## config.mk

```make
export PLATFORM = sky130hd
export DESIGN_NAME = hazard_scoreboard_flat
export DESIGN_NICKNAME = d
export VERILOG_FILES = /design/src/rtl/hazard_scoreboard_if.sv /design/src/rtl/hazard_scoreboard.sv /design/src/flat_wrapper.sv
export SDC_FILE = /design/constraint.sdc
export NUM_CORES = 1
export LEC_CHECK = 0
export BUFFER_PORTS_ARGS = -buffer_cell sky130_fd_sc_hd__buf_4
export CAP_MARGIN = 20
export CORE_UTILIZATION = 40
export DETAILED_ROUTE_END_ITERATION = 8
export PLACE_DENSITY = 0.76
export SYNTH_ARGS = -nofsm -noshare
export SYNTH_HDL_FRONTEND = slang
export SYNTH_SLANG_ARGS = --single-unit
```

## constraint.sdc

```tcl
create_clock -name clk -period 6.15 [get_ports clk]
set_input_delay 0.3075 -clock clk [delete_from_list [all_inputs] [get_ports clk]]
set_output_delay 0.3075 -clock clk [all_outputs]
set_load 0.01 [all_outputs]
```

## src/rtl/hazard_scoreboard_if.sv

```systemverilog
// Bundle of D-stage hazard inputs, forwarding-stage state and scoreboard
// results shared between the pipeline and hazard_scoreboard.
//   master : pipeline side, drives sources/stages/md_out, observes results
//   slave  : scoreboard side, consumes pipeline state, drives stall/forwarding
// tst_cnt_load/tst_cnt_val preload stall_cnt for test purposes only.
interface hazard_scoreboard_if #(
  parameter int unsigned DATA_W    = 32,
  parameter int unsigned REG_AW    = 5,
  parameter int unsigned FW_STAGES = 2
) ();
  logic [REG_AW-1:0]           rs;
  logic [REG_AW-1:0]           rt;
  logic                        d_read_rs;
  logic                        d_read_rt;
  logic [REG_AW-1:0]           d_rd;
  logic                        d_md_start;
  logic                        flush;
  logic [FW_STAGES-1:0]        st_valid;
  logic [FW_STAGES-1:0]        st_is_load;
  logic [FW_STAGES*REG_AW-1:0] st_rd;
  logic [FW_STAGES*DATA_W-1:0] st_out;
  logic [DATA_W-1:0]           md_out;

  logic                        stall;
  logic                        v1_mux;
  logic                        v2_mux;
  logic [DATA_W-1:0]           v1_fw;
  logic [DATA_W-1:0]           v2_fw;
  logic                        md_busy;
  logic                        md_done;
  logic [REG_AW-1:0]           md_rd;
  logic [31:0]                 stall_cnt;

  logic                        tst_cnt_load;
  logic [31:0]                 tst_cnt_val;

  modport master (
    output rs, rt, d_read_rs, d_read_rt, d_rd, d_md_start, flush,
           st_valid, st_is_load, st_rd, st_out, md_out,
           tst_cnt_load, tst_cnt_val,
    input  stall, v1_mux, v2_mux, v1_fw, v2_fw,
           md_busy, md_done, md_rd, stall_cnt
  );

  modport slave (
    input  rs, rt, d_read_rs, d_read_rt, d_rd, d_md_start, flush,
           st_valid, st_is_load, st_rd, st_out, md_out,
           tst_cnt_load, tst_cnt_val,
    output stall, v1_mux, v2_mux, v1_fw, v2_fw,
           md_busy, md_done, md_rd, stall_cnt
  );
endinterface

```

## src/rtl/hazard_scoreboard.sv

```systemverilog
// Hazard scoreboard for an in-order pipeline: operand forwarding from the
// E/M stages and a multi-cycle unit, load-use / pending / structural stall
// generation, the multi-cycle unit tracking FSM, and a saturating stall counter.
//   clk    : clock, all state updates on rising edge
//   resetn : asynchronous active-low reset
//   bus    : hazard_scoreboard_if.slave (sources, stage state, results)
module hazard_scoreboard #(
  parameter int unsigned DATA_W    = 32,
  parameter int unsigned REG_AW    = 5,
  parameter int unsigned FW_STAGES = 2,
  parameter int unsigned MD_LAT    = 4
) (
  input  logic                 clk,
  input  logic                 resetn,
  hazard_scoreboard_if.slave   bus
);

  typedef enum logic {IDLE, BUSY} state_e;

  localparam logic [3:0] CNT_INIT = 4'(MD_LAT - 1);

  state_e            state_q, state_d;
  logic [3:0]        cnt_q, cnt_d;
  logic [REG_AW-1:0] md_rd_q, md_rd_d;
  logic [31:0]       stall_cnt_q, stall_cnt_d;

  logic              md_busy_w;
  logic              md_done_w;
  logic              stall_w;
  logic              accept_w;
  logic              load_use_w;
  logic              pending_w;
  logic              struct_w;
  logic [REG_AW-1:0] rd0_w;

  // Load flags of older stages never cause a load-use stall.
  logic unused_ld;
  assign unused_ld = ^bus.st_is_load;

  // State register
  always_ff @(posedge clk or negedge resetn) begin
    if (!resetn) begin
      state_q     <= IDLE;
      cnt_q       <= '0;
      md_rd_q     <= '0;
      stall_cnt_q <= '0;
    end else begin
      state_q     <= state_d;
      cnt_q       <= cnt_d;
      md_rd_q     <= md_rd_d;
      stall_cnt_q <= stall_cnt_d;
    end
  end

  // FSM outputs
  always_comb begin
    md_busy_w = (state_q == BUSY);
    md_done_w = (state_q == BUSY) && (cnt_q == '0);
  end

  assign bus.md_busy   = md_busy_w;
  assign bus.md_done   = md_done_w;
  assign bus.md_rd     = md_rd_q;
  assign bus.stall_cnt = stall_cnt_q;

  // Hazard detection
  always_comb begin
    rd0_w = bus.st_rd[REG_AW-1:0];

    load_use_w = bus.st_valid[0] && bus.st_is_load[0] && (rd0_w != '0) &&
                 ((bus.d_read_rs && (bus.rs == rd0_w)) ||
                  (bus.d_read_rt && (bus.rt == rd0_w)));

    // md_rd of 0 marks a result nobody consumes, so it never blocks.
    pending_w = md_busy_w && !md_done_w && (md_rd_q != '0) &&
                ((bus.d_read_rs && (bus.rs == md_rd_q)) ||
                 (bus.d_read_rt && (bus.rt == md_rd_q)) ||
                 (bus.d_rd == md_rd_q));

    struct_w = bus.d_md_start && md_busy_w && !md_done_w;

    stall_w  = (load_use_w || pending_w || struct_w) && !bus.flush;
    accept_w = bus.d_md_start && !stall_w && !bus.flush;
  end

  assign bus.stall = stall_w;

  // Forwarding: md result is the fallback, then stages are scanned oldest to
  // youngest so the lowest-index match overwrites and wins.
  always_comb begin
    logic [REG_AW-1:0] rd_i;
    int unsigned       idx;

    bus.v1_mux = 1'b0;
    bus.v1_fw  = '0;
    bus.v2_mux = 1'b0;
    bus.v2_fw  = '0;
    rd_i       = '0;
    idx        = 0;

    if (md_done_w && (md_rd_q != '0)) begin
      if (bus.rs == md_rd_q) begin
        bus.v1_mux = 1'b1;
        bus.v1_fw  = bus.md_out;
      end
      if (bus.rt == md_rd_q) begin
        bus.v2_mux = 1'b1;
        bus.v2_fw  = bus.md_out;
      end
    end

    for (int unsigned k = 0; k < FW_STAGES; k++) begin
      idx  = FW_STAGES - 1 - k;
      rd_i = bus.st_rd[idx*REG_AW +: REG_AW];
      if (bus.st_valid[idx] && (rd_i != '0)) begin
        if (bus.rs == rd_i) begin
          bus.v1_mux = 1'b1;
          bus.v1_fw  = bus.st_out[idx*DATA_W +: DATA_W];
        end
        if (bus.rt == rd_i) begin
          bus.v2_mux = 1'b1;
          bus.v2_fw  = bus.st_out[idx*DATA_W +: DATA_W];
        end
      end
    end
  end

  // Next-state logic
  always_comb begin
    state_d = state_q;
    cnt_d   = cnt_q;
    md_rd_d = md_rd_q;

    case (state_q)
      IDLE: begin
        if (accept_w) begin
          state_d = BUSY;
          cnt_d   = CNT_INIT;
          md_rd_d = bus.d_rd;
        end
      end
      BUSY: begin
        if (cnt_q == '0) begin
          if (accept_w) begin
            // back-to-back issue in the completion cycle
            cnt_d   = CNT_INIT;
            md_rd_d = bus.d_rd;
          end else begin
            state_d = IDLE;
            md_rd_d = '0;
          end
        end else begin
          cnt_d = cnt_q - 4'd1;
        end
      end
      default: begin
        state_d = IDLE;
        cnt_d   = '0;
        md_rd_d = '0;
      end
    endcase
  end

  // Saturating stall counter
  always_comb begin
    stall_cnt_d = stall_cnt_q;
    if (bus.tst_cnt_load) begin
      stall_cnt_d = bus.tst_cnt_val;
    end else if (stall_w && (stall_cnt_q != '1)) begin
      stall_cnt_d = stall_cnt_q + 32'd1;
    end
  end

endmodule

```

## src/flat_wrapper.sv

```systemverilog
// flat-port wrapper written by rule: the top's interface ports become plain ports
module hazard_scoreboard_flat 
#(
  parameter int unsigned DATA_W    = 32,
  parameter int unsigned REG_AW    = 5,
  parameter int unsigned FW_STAGES = 2,
  parameter int unsigned MD_LAT    = 4
)
  (clk, resetn, bus_rs, bus_rt, bus_d_read_rs, bus_d_read_rt, bus_d_rd, bus_d_md_start, bus_flush, bus_st_valid, bus_st_is_load, bus_st_rd, bus_st_out, bus_md_out, bus_tst_cnt_load, bus_tst_cnt_val, bus_stall, bus_v1_mux, bus_v2_mux, bus_v1_fw, bus_v2_fw, bus_md_busy, bus_md_done, bus_md_rd, bus_stall_cnt);
  hazard_scoreboard_if #(.DATA_W(DATA_W), .REG_AW(REG_AW), .FW_STAGES(FW_STAGES)) bus_i ();
  input  logic clk;
  input  logic resetn;
  input wire logic [$bits(bus_i.rs)-1:0] bus_rs;
  input wire logic [$bits(bus_i.rt)-1:0] bus_rt;
  input wire logic [$bits(bus_i.d_read_rs)-1:0] bus_d_read_rs;
  input wire logic [$bits(bus_i.d_read_rt)-1:0] bus_d_read_rt;
  input wire logic [$bits(bus_i.d_rd)-1:0] bus_d_rd;
  input wire logic [$bits(bus_i.d_md_start)-1:0] bus_d_md_start;
  input wire logic [$bits(bus_i.flush)-1:0] bus_flush;
  input wire logic [$bits(bus_i.st_valid)-1:0] bus_st_valid;
  input wire logic [$bits(bus_i.st_is_load)-1:0] bus_st_is_load;
  input wire logic [$bits(bus_i.st_rd)-1:0] bus_st_rd;
  input wire logic [$bits(bus_i.st_out)-1:0] bus_st_out;
  input wire logic [$bits(bus_i.md_out)-1:0] bus_md_out;
  input wire logic [$bits(bus_i.tst_cnt_load)-1:0] bus_tst_cnt_load;
  input wire logic [$bits(bus_i.tst_cnt_val)-1:0] bus_tst_cnt_val;
  output wire logic [$bits(bus_i.stall)-1:0] bus_stall;
  output wire logic [$bits(bus_i.v1_mux)-1:0] bus_v1_mux;
  output wire logic [$bits(bus_i.v2_mux)-1:0] bus_v2_mux;
  output wire logic [$bits(bus_i.v1_fw)-1:0] bus_v1_fw;
  output wire logic [$bits(bus_i.v2_fw)-1:0] bus_v2_fw;
  output wire logic [$bits(bus_i.md_busy)-1:0] bus_md_busy;
  output wire logic [$bits(bus_i.md_done)-1:0] bus_md_done;
  output wire logic [$bits(bus_i.md_rd)-1:0] bus_md_rd;
  output wire logic [$bits(bus_i.stall_cnt)-1:0] bus_stall_cnt;
  assign bus_i.rs = bus_rs;
  assign bus_i.rt = bus_rt;
  assign bus_i.d_read_rs = bus_d_read_rs;
  assign bus_i.d_read_rt = bus_d_read_rt;
  assign bus_i.d_rd = bus_d_rd;
  assign bus_i.d_md_start = bus_d_md_start;
  assign bus_i.flush = bus_flush;
  assign bus_i.st_valid = bus_st_valid;
  assign bus_i.st_is_load = bus_st_is_load;
  assign bus_i.st_rd = bus_st_rd;
  assign bus_i.st_out = bus_st_out;
  assign bus_i.md_out = bus_md_out;
  assign bus_i.tst_cnt_load = bus_tst_cnt_load;
  assign bus_i.tst_cnt_val = bus_tst_cnt_val;
  assign bus_stall = bus_i.stall;
  assign bus_v1_mux = bus_i.v1_mux;
  assign bus_v2_mux = bus_i.v2_mux;
  assign bus_v1_fw = bus_i.v1_fw;
  assign bus_v2_fw = bus_i.v2_fw;
  assign bus_md_busy = bus_i.md_busy;
  assign bus_md_done = bus_i.md_done;
  assign bus_md_rd = bus_i.md_rd;
  assign bus_stall_cnt = bus_i.stall_cnt;
  hazard_scoreboard #(.DATA_W(DATA_W), .REG_AW(REG_AW), .FW_STAGES(FW_STAGES), .MD_LAT(MD_LAT)) u_core (.clk(clk), .resetn(resetn), .bus(bus_i));
endmodule
```

; ---- Word-level counts from Yosys, hierarchy flattened
; Cells that the tools add are included.
[totals]
regBits = 42
ram_bits = 0
output_inout_bits = 106
in_bits = 164
wordCells = 87
latch_bits = 0
mem_bits_ro = 0
n_memories = 0
[op_classes]
n_eq_ne = 10
n_mux = 36
magnitude_cmp = 0
add_sub_neg = 2
n_bitwise = 1
multipliers = 0
n_reduce_logical = 34
div_mod_pow = 0
shift = 0
[ops]
columns = op, count
row1 = 2-to-1 mux 32 bit, 14
row2 = equality test 5 bit, 7
row3 = "adder 32 x 1 -> 32 bit, second input constant", 1
row4 = "!= test 32 bit, second input constant", 1
row5 = logical AND 1 bit, 20
row6 = 2-to-1 mux 5 bit, 3
row7 = nonzero test 5 bit, 3
row8 = 2-to-1 mux 1 bit, 14
row9 = one-hot mux 5 bit (2 select lines), 1
row10 = 2-to-1 mux 4 bit, 2
row11 = one-hot mux 4 bit (2 select lines), 1
row12 = logical OR 1 bit, 5
row13 = zero test 4 bit, 1
row14 = "subtractor 4 x 1 -> 4 bit, second input constant", 1
row15 = zero test 1 bit, 3
row16 = "!= test 2 x 1 -> 1 bit, second input constant", 1
row17 = "!= test 2 bit, second input constant", 1
row18 = one-hot mux 1 bit (2 select lines), 1
row19 = AND reduction 2 bit, 1
row20 = nonzero test 2 bit, 1
row21 = NOT 1 bit, 1

; ---- Logic depth before layout (Yosys ltp)
; Gate-level depths: netlist of the first run.
[depth]
depth_word = 15
mapped_depth = 12
ltp_nobuf = 10

; ---- Worst setup path before layout of the first run
; No wires, ideal clock.
[synth_timing]
kind = reg2out
start = register u_core.cnt_q[0]
end = output port bus_v1_fw[10]
stages_incl_launch_ff = 11
required_time_ps = 5843
path_buffers = 1
t_arrival_ps = 2275
slack_ps = 3568
cell_sequence = dfrtp_1 inv_1 ha_1 nor3b_1 and2_1 and2_1 nand4b_1 nor2_1 clkbuf_1 a22oi_1 o21ai_0
[synth_via]
elab_chain_cells = 8
[synth_lines]
columns = item, line_no
row1 = from (decl), hazard_scoreboard.sv:23  ; logic [3:0] cnt_q, cnt_d;
row2 = from (signal assigned), hazard_scoreboard.sv:49  ; cnt_q <= cnt_d;
row3 = zero test 4 bit (*), hazard_scoreboard.sv:58  ; md_done_w = (state_q == BUSY) && (cnt_q == '0);
row4 = logical AND 1 bit (*), hazard_scoreboard.sv:58
row5 = via bus_md_done, flat_wrapper.sv:33  ; output wire logic [$bits(bus_i.md_done)-1:0] bus_md_done;
row6 = logical AND 1 bit (*), hazard_scoreboard.sv:101  ; if (md_done_w && (md_rd_q != '0)) begin
row7 = 2-to-1 mux 32 bit (*), hazard_scoreboard.sv:101
row8 = 2-to-1 mux 32 bit, hazard_scoreboard.sv:116  ; if (bus.rs == rd_i) begin
row9 = 2-to-1 mux 32 bit (*), hazard_scoreboard.sv:115  ; if (bus.st_valid[idx] && (rd_i != '0)) begin
row10 = 2-to-1 mux 32 bit, hazard_scoreboard.sv:116
row11 = 2-to-1 mux 32 bit (*), hazard_scoreboard.sv:115
row12 = to (decl), flat_wrapper.sv:30  ; output wire logic [$bits(bus_i.v1_fw)-1:0] bus_v1_fw;
; Mark *: on every way through the listed nets, which the timed path passes. The rest lies on a longest branch.

; ---- Worst setup path in the final report of the first run
[layout_timing]
start = register u_core.cnt_q[0]
end = output port bus_stall
[layout_via]
elab_chain_cells = 9
elab_cells_between_ends = 10
classes_between = reduce/logical (10)
[layout_lines]
columns = item, line_no
row1 = zero test 4 bit (*), hazard_scoreboard.sv:58
row2 = logical AND 1 bit (*), hazard_scoreboard.sv:58
row3 = zero test 1 bit (*), "hazard_scoreboard.sv:75, hazard_scoreboard.sv:80"
row4 = logical AND 1 bit (3 in a row), hazard_scoreboard.sv:75  ; pending_w = md_busy_w && !md_done_w && (md_rd_q != '0) &&
row5 = logical OR 1 bit, hazard_scoreboard.sv:82  ; stall_w = (load_use_w || pending_w || struct_w) && !bus.flush;
row6 = logical OR 1 bit (*), hazard_scoreboard.sv:82
row7 = logical AND 1 bit (*), hazard_scoreboard.sv:82
row8 = to (decl), flat_wrapper.sv:27  ; output wire logic [$bits(bus_i.stall)-1:0] bus_stall;
; Mark *: on every way between the ends. The rest lies on a longest branch, timed or not.

==> results of run 1 <==
-- Yosys cell counts (2+ instances only) --
cell type	n	area share [%]
a221oi_1	6	1.2
and2_1	4	0.59
a22oi_1	68	12
nor2b_1	10	1.5
or4_1	3	0.53
a22o_1	6	1.2
nor3_1	13	1.5
nand2_1	94	8.3
xor2_1	18	3.7
or2_2	2	0.29
nand4_1	9	1.3
dfrtp_1	42	25
inv_1	11	0.97
and4_1	2	0.41
a211oi_1	4	0.71
a211o_1	2	0.41
buf_2	4	0.47
a31oi_1	9	1.3
clkbuf_1	38	3.4
nor4_1	2	0.29
nor3_2	2	0.47
buf_6	2	0.53
nor2_1	25	2.2
nor3b_1	4	0.71
o31ai_1	4	0.71
mux2i_1	11	2.6
ha_1	2	0.59
a2111oi_0	2	0.41
nand3_1	24	2.8
and3_1	7	1.0
o21ai_1	10	1.2
or4b_1	2	0.47
o21ai_0	70	8.2
a21oi_1	12	1.4
xnor2_1	24	4.9
nand3b_1	2	0.35
nand4b_1	3	0.62
or3_1	9	1.3
-- cell type report --
type,count,area [um2]
Clock buffer,6,82.6
Fill cell,923,3910
Tap cell,136,170
Inverter,11,41.3
Timing Repair Buffer,273,2050
Clock inverter,2,12.5
Multi-Input combinational cell,484,3000
Sequential cell,42,1050
-- power breakdown --
| group | internal (mW) | leakage (nW) | switching, mW |
|---|---|---|---|
| Combinational | 0.280 | 2.20 | 0.262 |
| Clock | 0.0903 | 0.0472 | 0.0984 |
| Sequential | 0.330 | 0.494 | 0.0930 |
-- how the worst max path moves through the flow --
| stage | slack [ps] | cells after the start | endpoint |
|---|---|---|---|
| 6_report | 2430 | 9 | bus_stall |
| 5_1_grt | 2110 | 9 | bus_stall |
| 4_1_cts | 2460 | 9 | bus_stall |
| 3_5_place_dp | 2800 | 9 | bus_stall |
| 3_3_place_gp | 2910 | 9 | bus_stall |
| 2_1_floorplan | 3570 | 10 | bus_v1_fw[10] |
-- worst max-delay path: stages (launching register included) --
cell and delay (ps):
dfrtp_1 420, inv_1 70, ha_1 180, nor3b_1 370, nor3b_1 110, and2_1 160, a22oi_1 900, and2_1 590
inv_1 140, buf_4 170
-- state kept, by name, indices dropped and copies added, names as in the netlist --
| register | flops |
|---|---|
| u_core.bus.md_busy | 1 |
| u_core.bus.md_rd | 5 |
| u_core.bus.stall_cnt | 32 |
| u_core.cnt_q | 4 |
-- through the flow --
step           utilization [%]  hold WS [ps]
2_1_floorplan                -          11.9
3_3_place_gp              61.2           326
3_5_place_dp              61.2           329
4_1_cts                   62.1          5.19
5_1_grt                   62.1          20.2
6_report                  62.1         -25.7
-- cell families after synthesis --
kind of cell,share of synthesized area [%]
adder cells (fa/ha/maj),0.588
XOR/XNOR,9.03
multiplexers,2.59
buffers and inverters,5.32
AND/OR/NAND/NOR,26.1
flip-flops,24.7
AO/OA/AOI/OAI,31.7
-- per-layer routing --
layer	routed length, um	vias up	share of wire (%)	global-route usage, %
li1	-	2616	-	-
met2	8020	269	48	49.1
met1	6990	2636	42	37.1
met4	353	0	2.1	7.34
met3	1380	35	8.3	6.92
met5	0	-	0	0
==> results.txt, run 1 <==
- For this run, the top clock speed supported by timing is around 270 MHz.
- Netlist Area Pre-Place: between 4000 and 5000 um2
* Warnings, synthesis: 0
- Routability congestion estimate from global placement: approximately 0.93
* Estimated wirelength of the detail-placed design: between 10000 and 15000 um
- STA classifies the critical path startpoint as a flop.
- Along the worst path, the maximum fanout reaches 17.
* RR Endpoint: u_core.bus.stall_cnt[30]$_DFFE_PN0P_
- The run finished, with violations left.
- Count of cells resized by post-cts repair: 0
- The number of cells on the worst reg-to-reg path is 10.
* Avg Cell Area, Syn: 7.32 um2
- The worst setup path is captured at an output pin.
- Of the cells placed in the final design, the portion with a size suffix greater than 1 is about 37%.
* Number of DRC markers after the initial detailed-route iteration: 400
* Summed area of non-filler cells in the final layout: between 6000 and 7000 um2
* Final critical-path required period: between 3000 and 4000 ps
- Area enclosed by the die boundary: around 11000 um2
- Cell area reported after detailed placement: 6320 um2
- Critical path data arrival time: about 3400 ps
- The synthesized design contains 42 register bits.
- The number of antenna diodes in the final layout is 0.
- The hold violation count in the final report came to 16.
- Post-detailed-route via-to-cell ratio: approximately 5.8
* Synthesis-to-finish area growth: 50.7%
- The analysis attributes to cell leakage a power of between 2 and 3 nW.
- Final ANT Viol Nets: 0
* Post-CTS Hold Buffers: 0
- After clock tree synthesis, the clock-pin slew on the worst setup and hold paths is about 80 ps.
* Most common library cell in the layout ignoring fill and taps: buf_4
- OpenSTA, run right after detailed placement, puts the worst setup slack at ~2800 ps.
- In this run the core area contains 37 standard-cell rows.
- In this run the power density over the cells is 180 nW/um2.
- Via count: about 5600
- Part of the cycle the worst path needs: about 60%
- The synthesized design contains 0 enable-type register cells.
* Count of different cell masters after synthesis: between 50 and 60
* Total power of the final layout: roughly 1.2 mW
* Synthesized instance count: 581
- The clock net in this run drives a total of 42 sinks.
- Critical register-to-register path startpoint: u_core.cnt_q[0]$_DFF_PN0_
* Global-route wire length before repair: 26000 um
- Slew Limit Headroom: between 10% and 20%
- In this run the vertical extent of the chip is 105 um.
* Residual DRC count: 0
* Failing checks: hold timing
- Worst hold-check path type: in2async
- TritonCTS Buffers: 5
- The H-tree generated during clock tree synthesis spans 2 levels.
- When the netlist entered floorplanning its net count stood at 747.
* Number of iterations in the first detailed-routing pass: 7
- Setup violations remaining at the end of the flow were counted as 0.
- TritonCTS clock tree: done
- VDD sags by at most 0.000142 V.
- Initial antenna violation count: 0
- The setup path with the least slack is of type reg2out.
- Total Routed Length: 16700 um
- Number of port buffers: approximately 270
- Top-level port count: 270
* Unrepaired setup endpoints after global routing: no
* Maximum clock path buffer count: 2
- Final Max Tran Viols: 0
* Transition time at the pin with the least slew margin: ~1200 ps
- Proportion of synthesized flip-flops having asynchronous set or reset: between 90% and 100%
- Summed over all failing endpoints, the final setup total negative slack is 0 ps.
- Number of cells in the finished layout apart from fillers: about 950
- The core region is 10300 um2.
- Dividing the detail-routed wire length by the instance count gives 17.6 um.
- Total congestion overflow after global routing: 0
* Required time at the worst-slack endpoint: approximately 5800 ps
- The most used flip-flop cell after synthesis is dfrtp_1.
- The most critical setup path has its startpoint at u_core.cnt_q[0]$_DFF_PN0_.
* Global-route usage over all layers: 29.0%
- Worst R2R Setup Slack: around 2800 ps
- Entering global routing, the biggest net connects 66 pins.
* Later-pin clock latency in the skew report: about 300 ps
- Instance count after placement with tap cells included: 946
* Final Hold Slack: -25.7 ps
- Clk_skew: between 6 and 7 ps
- The share of the Yosys chip area taken by registers is 24.7%.
- Clock Root Buffer: clkbuf_8
* Slack of the critical path: ~2400 ps
* Post-CTS repair timing setup buffer count: 0
- X dimension of the die: approximately 110 um
- At the end of the flow, the number of nets in the layout was 983.
- The initial utilization of the core area, before any placement, comes to between 40% and 50%.
- Vias in the first global route: roughly 5200
- Count of maximum capacitance violations: 0
- Commonest non-fill, non-tap cells in the layout: buf_4, nand2_1, o21ai_0, a22oi_1, dfrtp_1
(Power assumes the default switching activity.)
==> inputs of run 2 (changes only) <==
==> constraint.sdc (replaced) <==
create_clock -name clk -period 3.55 [get_ports clk]
set_input_delay 0.1775 -clock clk [delete_from_list [all_inputs] [get_ports clk]]
set_output_delay 0.1775 -clock clk [all_outputs]
set_load 0.01 [all_outputs]
==> results.txt, run 2 (same netlist as run 1, synthesis figures left out) <==
- The highest cell delay on the worst timing path was 430 ps (was 900 ps).
- The number of max-slew violations in the final report came to 0 (unchanged).
- The commonest non-fill, non-tap cell in the layout is buf_4 (unchanged).
- Unrepaired setup endpoints after global routing: no (unchanged)
* Critical register-to-register path startpoint: u_core.cnt_q[0]$_DFF_PN0_ (unchanged)
- The maximum root-to-sink buffer count was 2 (unchanged).
- Commonest non-fill, non-tap cells in the layout: buf_4, nand2_1, o21ai_0, a22oi_1, dfrtp_1 (unchanged)
- The HPWL reported at the end of detailed placement came to 13100 um (was 12800 um).
- Element type at the critical path end: output pin (unchanged)
- The number of nets in the layout came to 986 (was 983).
- The count of port buffers added during placement was 268 (unchanged).
* Clk_skew: 12.8 ps (was 6.74 ps)
- Beginning of the worst hold path: bus_tst_cnt_val[12]
- Timing would allow up to about 320 MHz.
- RR Endpoint: u_core.bus.stall_cnt[30]$_DFFE_PN0P_ (unchanged)
* Leakage Power: 2.75 nW (was 2.74 nW)
* Final ANT Viol Nets: 0 (unchanged)
- Worst hold-check path type: in2reg (was in2async)
- The final design instance area without fill was 6440 um2 (was 6410 um2).
- Largest net degree at the start of global routing: 66 (unchanged)
- Final critical-path required period: roughly 3200 ps
* Total Routed Length: 17000 um (was 16700 um)
- The row count came to 37 (unchanged).
- X dimension of the die: 105 um (unchanged)
- The maximum ir drop on the vdd rail came to 0.000224 V (was 0.000142 V).
* Clock sink count: 42 (unchanged)
* Number of cells in the finished layout apart from fillers: 957 (was 954)
- The clock network latency to the later pin of the worst-skew pair was 300 ps (about the same).
* Final Hold Fails: 0 (was 16)
* Crit Path Category: reg2out (unchanged)
* TritonCTS clock tree: done (unchanged)
* Final sum of negative setup slack: 0 ps (unchanged)
* Initial Util: 41.2% (unchanged)
* Slew Limit Headroom: 54.7% (was 18.8%)
- Vias in the first global route: 5370 (was 5234)
- The proportion of layout cells with a drive suffix above 1 was 36.8% (about the same).
* Clock Root Buffer: clkbuf_8 (unchanged)
- Slowest cell on the critical path: dfrtp_1 (was a22oi_1)
- The top fanout value on the critical path was 32 (was 17).
- Counting instances, the worst hold path has a depth of 3.
- The transition time at the pin with the least slew margin is 678 ps (was 1220 ps).
- The final antenna diode count is 0 (unchanged).
- The total grt overflow is 0 (unchanged).
- TritonCTS Buffers: 5 (unchanged)
- Required time at the worst-slack endpoint: 3370 ps (was 5840 ps)
- The violation count after the first detailed-routing iteration came to 461 (was 400).
- Global-route usage over all layers: 30.0% (was 29.0%)
- The number of post-CTS setup repair buffers was 0 (unchanged).
* Count of cells resized by post-cts repair: 0 (unchanged)
- Core region area: 10300 um2 (unchanged)
* Global-route wire length before repair: 26900 um (was 26000 um)
- Routability congestion estimate from global placement: 0.938 (was 0.929)
- Series of cell instances along the critical path: inv_1 -> ha_1 -> nor3b_1 -> and2_1 -> and2_1 -> nand3_1 -> nor2_2 -> buf_4 -> a22oi_1 -> o21ai_0 -> buf_4 (was inv_1 -> ha_1 -> nor3b_1 -> nor3b_1 -> and2_1 -> a22oi_1 -> and2_1 -> inv_1 -> buf_4).
- The nature of the critical path startpoint was a flop (unchanged).
- Routed length per placed instance: 17.8 um (was 17.6 um)
* Top-level port count: 270 (unchanged)
- The average via count per standard cell came to 5.83 (was 5.82).
- For hold timing, the worst endpoint is u_core.bus.stall_cnt[12]$_DFFE_PN0P_.
- Instance count after placement with tap cells included: 947 (was 946)
* Initial antenna violation count: 0 (unchanged)
* Final count of negative-setup-slack endpoints: 0 (unchanged)
- Die H: 105 um (unchanged)
- Via count: 5584 (was 5556)
- The number of remaining DRC errors came to 0 (unchanged).
* H-Tree Depth: 2 (unchanged)
* Synthesis-to-finish area growth: 51.3% (was 50.7%)
* Worst Reg-to-Reg Cells: 11 (was 10)
- Worst R2R Setup Slack: 770 ps (was 2790 ps)
* Post-CTS Hold Buffers: 1 (was 0)
* Reg clk slew, reported paths: 90 ps (was 80 ps)
- Critical path data arrival time: 2990 ps (was 3420 ps)
* Part of the cycle the worst path needs: slightly below 90%
- Area enclosed by the die boundary: 11100 um2 (unchanged)
* Power per unit of standard cell area: 309 nW/um2 (was 180 nW/um2)
* Count of maximum capacitance violations: 0 (unchanged)
- Outcome: complete, no violations (was finished with violations).
* Number of iterations in the first detailed-routing pass: 7 (unchanged)
- Cell area reported after detailed placement: 6320 um2 (about the same)
- The number of flip-flops in the largest register was 32 (unchanged).
## run 2: cell count changes in the layout (fill, tap and decap cells not counted), sizes merged
cell / delta
buf: +2
clkinv: +1
clkinvlp: -1
dlygate4sd3: +1
## run 2: layout make-up
type,count,area [um2]
multi-input cells,484,3000
inverters,11,41.3
clock inverters,2,13.8
repair buffers,276,2090
flip-flops and latches,42,1050
well taps,136,170
clock buffers,6,72.6
fillers,977,3880
## run 2: power by group
group / switching [mW] / internal [mW] / total (mW)
registers: 0.167 / 0.572 / 0.739
logic: 0.452 / 0.489 / 0.941
clock network: 0.169 / 0.139 / 0.308
## run 2: critical path: cells and delay by family, from the launching register on
kind / cells / cell delay (ps)
compound gates: 2 / 480
fa+ha+maj: 1 / 170
flops: 1 / 430
simple gates: 5 / 970
buf+inv: 3 / 630
## run 2: per-stage QoR
| stage | setup WS [ps] | util (%) | power (mW) | hold WS, ps |
|---|---|---|---|---|
| 5_1_grt | 189 | 62.4 | 2.13 | 91.0 |
| 3_5_place_dp | 790 | 61.3 | 1.68 | 200 |
| 6_report | 387 | 62.4 | 1.99 | 74.9 |
| 3_3_place_gp | 816 | 61.3 | 1.64 | 198 |
| 2_1_floorplan | 1100 | - | 1.24 | -118 |
| 4_1_cts | 452 | 62.2 | 1.99 | 71.2 |
## run 2: worst max-delay path by stage
stage	start	endpoint	slack [ps]	cells after the start
2_1_floorplan	u_core.cnt_q[0]$_DFF_PN0_	bus_v1_fw[10]	1100	10
3_3_place_gp	u_core.cnt_q[0]$_DFF_PN0_	bus_v2_fw[22]	820	11
3_5_place_dp	u_core.cnt_q[0]$_DFF_PN0_	bus_v2_fw[22]	790	11
4_1_cts	u_core.cnt_q[0]$_DFF_PN0_	bus_v2_fw[22]	450	11
5_1_grt	u_core.cnt_q[0]$_DFF_PN0_	bus_stall	190	10
6_report	u_core.cnt_q[0]$_DFF_PN0_	bus_v2_fw[22]	390	11
## run 2: layer usage
metal  up-vias  GRT usage (%)  wire, um
met5         -              0         0
met4         0           10.7       574
met2       267           49.1      8150
met1      2628           38.6      6900
met3        52           6.67      1390
li1       2637              -         -
==> inputs of run 3 (changes only) <==
==> constraint.sdc (replaced) <==
create_clock -name clk -period 3.1 [get_ports clk]
set_input_delay 0.155 -clock clk [delete_from_list [all_inputs] [get_ports clk]]
set_output_delay 0.155 -clock clk [all_outputs]
set_load 0.01 [all_outputs]
==> results.txt, run 3 (same netlist as run 1, synthesis figures left out) <==
- The number of nets in the layout was 987 (was 986).
- Beginning of the worst hold path: bus_tst_cnt_val[30] (was bus_tst_cnt_val[12])
- Number of DRC markers after the initial detailed-route iteration: 464 (was 461)
* Clock sink count: 42 (unchanged)
- Leakage Power: 2.77 nW (was 2.75 nW)
- Element type at the critical path end: output pin (unchanged)
- Global-route wire length before repair: 26900 um (about the same)
- The setup TNS came to 0 ps (unchanged).
- The row count came to 37 (unchanged).
- The sum of routed wire length over all layers is 17000 um (about the same).
* Residual DRC count: 0 (unchanged)
* Power per unit of standard cell area: 363 nW/um2 (was 309 nW/um2)
- The largest clock skew in the final design came to 12.2 ps (was 12.8 ps).
- The clock-pin slew on the worst setup and hold paths came to 80 ps (was 90 ps).
- Timing would allow up to 347 MHz.
- The count of port buffers added during placement is 268 (unchanged).
- Commonest non-fill, non-tap cells in the layout: buf_4, nand2_1, o21ai_0, a22oi_1, dfrtp_1 (unchanged).
- Worst supply voltage drop on vdd: 0.000257 V (was 0.000224 V)
- The transition time at the pin with the least slew margin is 750 ps (was 678 ps).
- The post-synthesis to final-layout area growth came to 52.4% (was 51.3%).
* Ratio of cells with drive above 1 in the final layout: 37.0% (was 36.8%)
- Initial antenna violation count: 0 (unchanged)
- The CTS tree is done (unchanged).
* Routability congestion estimate from global placement: 0.932 (was 0.938)
* Via count: 5621 (was 5584)
- Outcome: complete, no violations (unchanged).
- Area enclosed by the die boundary: 11100 um2 (unchanged)
- Final antenna diode count: 0 (unchanged)
- Worst Reg-to-Reg Cells: 10 (was 11)
- The number of placed I/O pins was 270 (unchanged).
- Die H: 105 um (unchanged)
- The maximum root-to-sink buffer count came to 2 (unchanged).
- The core outline area is 10300 um2 (unchanged).
- Most common library cell in the layout ignoring fill and taps: buf_4 (unchanged)
- The endpoint required time on the critical path is 2940 ps (was 3370 ps).
* Slew Limit Headroom: 50.0% (was 54.7%)
* Critical path launch point type: flop (unchanged)
- The number of cells on the worst hold path is 3 (unchanged).
* Routed length per placed instance: 17.7 um (was 17.8 um)
* Clock Root Buffer: clkbuf_8 (unchanged)
- The reg-to-reg critical path startpoint is u_core.cnt_q[0]$_DFF_PN0_ (unchanged).
- Final ANT Viol Nets: 0 (unchanged)
- The clock network latency to the later pin of the worst-skew pair was 290 ps (was 300 ps).
- Unrepaired setup endpoints after global routing: no (unchanged).
- The hold violation count in the final report is 0 (unchanged).
- The worst setup path startpoint is u_core.cnt_q[0]$_DFF_PN0_ (unchanged).
- TritonCTS Buffers: 5 (unchanged)
- Place WS: 394 ps (was 790 ps)
- Dividing the final minimum period by the clock period gives slightly above 90%.
* Count of maximum capacitance violations: 0 (unchanged)
* Worst hold-check path type: in2reg (unchanged)
- Vias in the first global route: 5332 (was 5370)
- Estimated wirelength of the detail-placed design: 13000 um (was 13100 um)
- Initial Util: 41.2% (unchanged)
- Number of iterations in the first detailed-routing pass: 5 (was 7)
- Flip-flop count of the largest register, all copies and words added: 32 (unchanged)
- Global-route usage over all layers: 30.1% (was 30.0%)
- The number of max-slew violations in the final report was 0 (unchanged).
- The final critical-path setup slack came to 219 ps (was 387 ps).
- The critical path class is reg2out (unchanged).
- The number of H-tree branching levels is 2 (unchanged).
- Maximum fanout count along the critical path: 32 (unchanged)
- For the finished layout, the period the worst path requires is 2880 ps.
- Post-CTS repair timing setup buffer count: 0 (unchanged)
* Final count of negative-setup-slack endpoints: 0 (unchanged)
* X dimension of the die: 105 um (unchanged)
* Post-detailed-route via-to-cell ratio: 5.87 (was 5.83)
* Critical path data arrival time: 2730 ps (was 2990 ps)
- The largest net degree at the start of global routing came to 66 (unchanged).
* Total congestion overflow after global routing: 0 (unchanged)
-- run 3: power by group --
group | total [mW] | switching (mW) | internal [mW]
Sequential | 0.845 | 0.190 | 0.655
Clock | 0.428 | 0.187 | 0.241
Combinational | 1.08 | 0.518 | 0.564
Total | 2.36 | 0.896 | 1.46
-- run 3: cell type report --
class | instances | area, um2
clock buffers | 7 | 76.3
clock inverters | 1 | 30.0
fillers | 935 | 3840
inverters | 11 | 41.3
multi-input cells | 484 | 3010
flip-flops and latches | 42 | 1050
well taps | 136 | 170
repair buffers | 277 | 2110
-- run 3: worst max-delay path: stages (launching register included) --
cell	delay (ps)
dfrtp_1	420
inv_1	70
ha_1	180
nor3b_2	250
and2_1	190
and2_1	160
nand3_1	140
nor2_2	170
buf_12	210
a22oi_1	80
o21ai_0	360
buf_4	200
-- run 3: final timing paths --
| path | end | slack [ps] |
|---|---|---|
| setup / recovery | bus_v2_fw[22] | 220 |
| hold / removal | u_core.bus.stall_cnt[30]$_DFFE_PN0P_ | 60 |
| setup reg to reg | u_core.bus.stall_cnt[5]$_DFFE_PN0P_ | 410 |
| hold reg to reg | u_core.cnt_q[0]$_DFF_PN0_ | 530 |
| max in group asynchronous | u_core.bus.stall_cnt[24]$_DFFE_PN0P_ | 2320 |
| min in group asynchronous | u_core.bus.stall_cnt[0]$_DFFE_PN0P_ | 380 |
-- run 3: repair_timing --
| item | in CTS | in global routing |
|---|---|---|
| hold endpoints to repair | 42 | 0 |
| hold buffers | 1 | 0 |
| resized for setup | 0 | 3 |
| setup endpoints to repair | 0 | 8 |
-- run 3: per-stage QoR --
stage | hold WS [ps] | area, um2 | util (%) | total power [mW] | instances
after floorplan | -141 | 4260 | - | 1.42 | 581
after global placement | 173 | 6360 | 61.6 | 1.88 | 949
after detailed placement | 175 | 6360 | 61.6 | 1.92 | 949
after CTS | 54.3 | 6480 | 62.8 | 2.36 | 958
after global routing | 76.2 | 6490 | 62.8 | 2.52 | 958
final | 59.6 | 6490 | 62.8 | 2.36 | 958
-- run 3: layer usage --
layer | vias up | track usage (%) | wire (um)
met4 | 0 | 8.25 | 383
li1 | 2637 | - | -
met2 | 290 | 49.5 | 8130
met5 | - | 0 | 0
met1 | 2661 | 39.3 | 6970
met3 | 33 | 7.11 | 1510
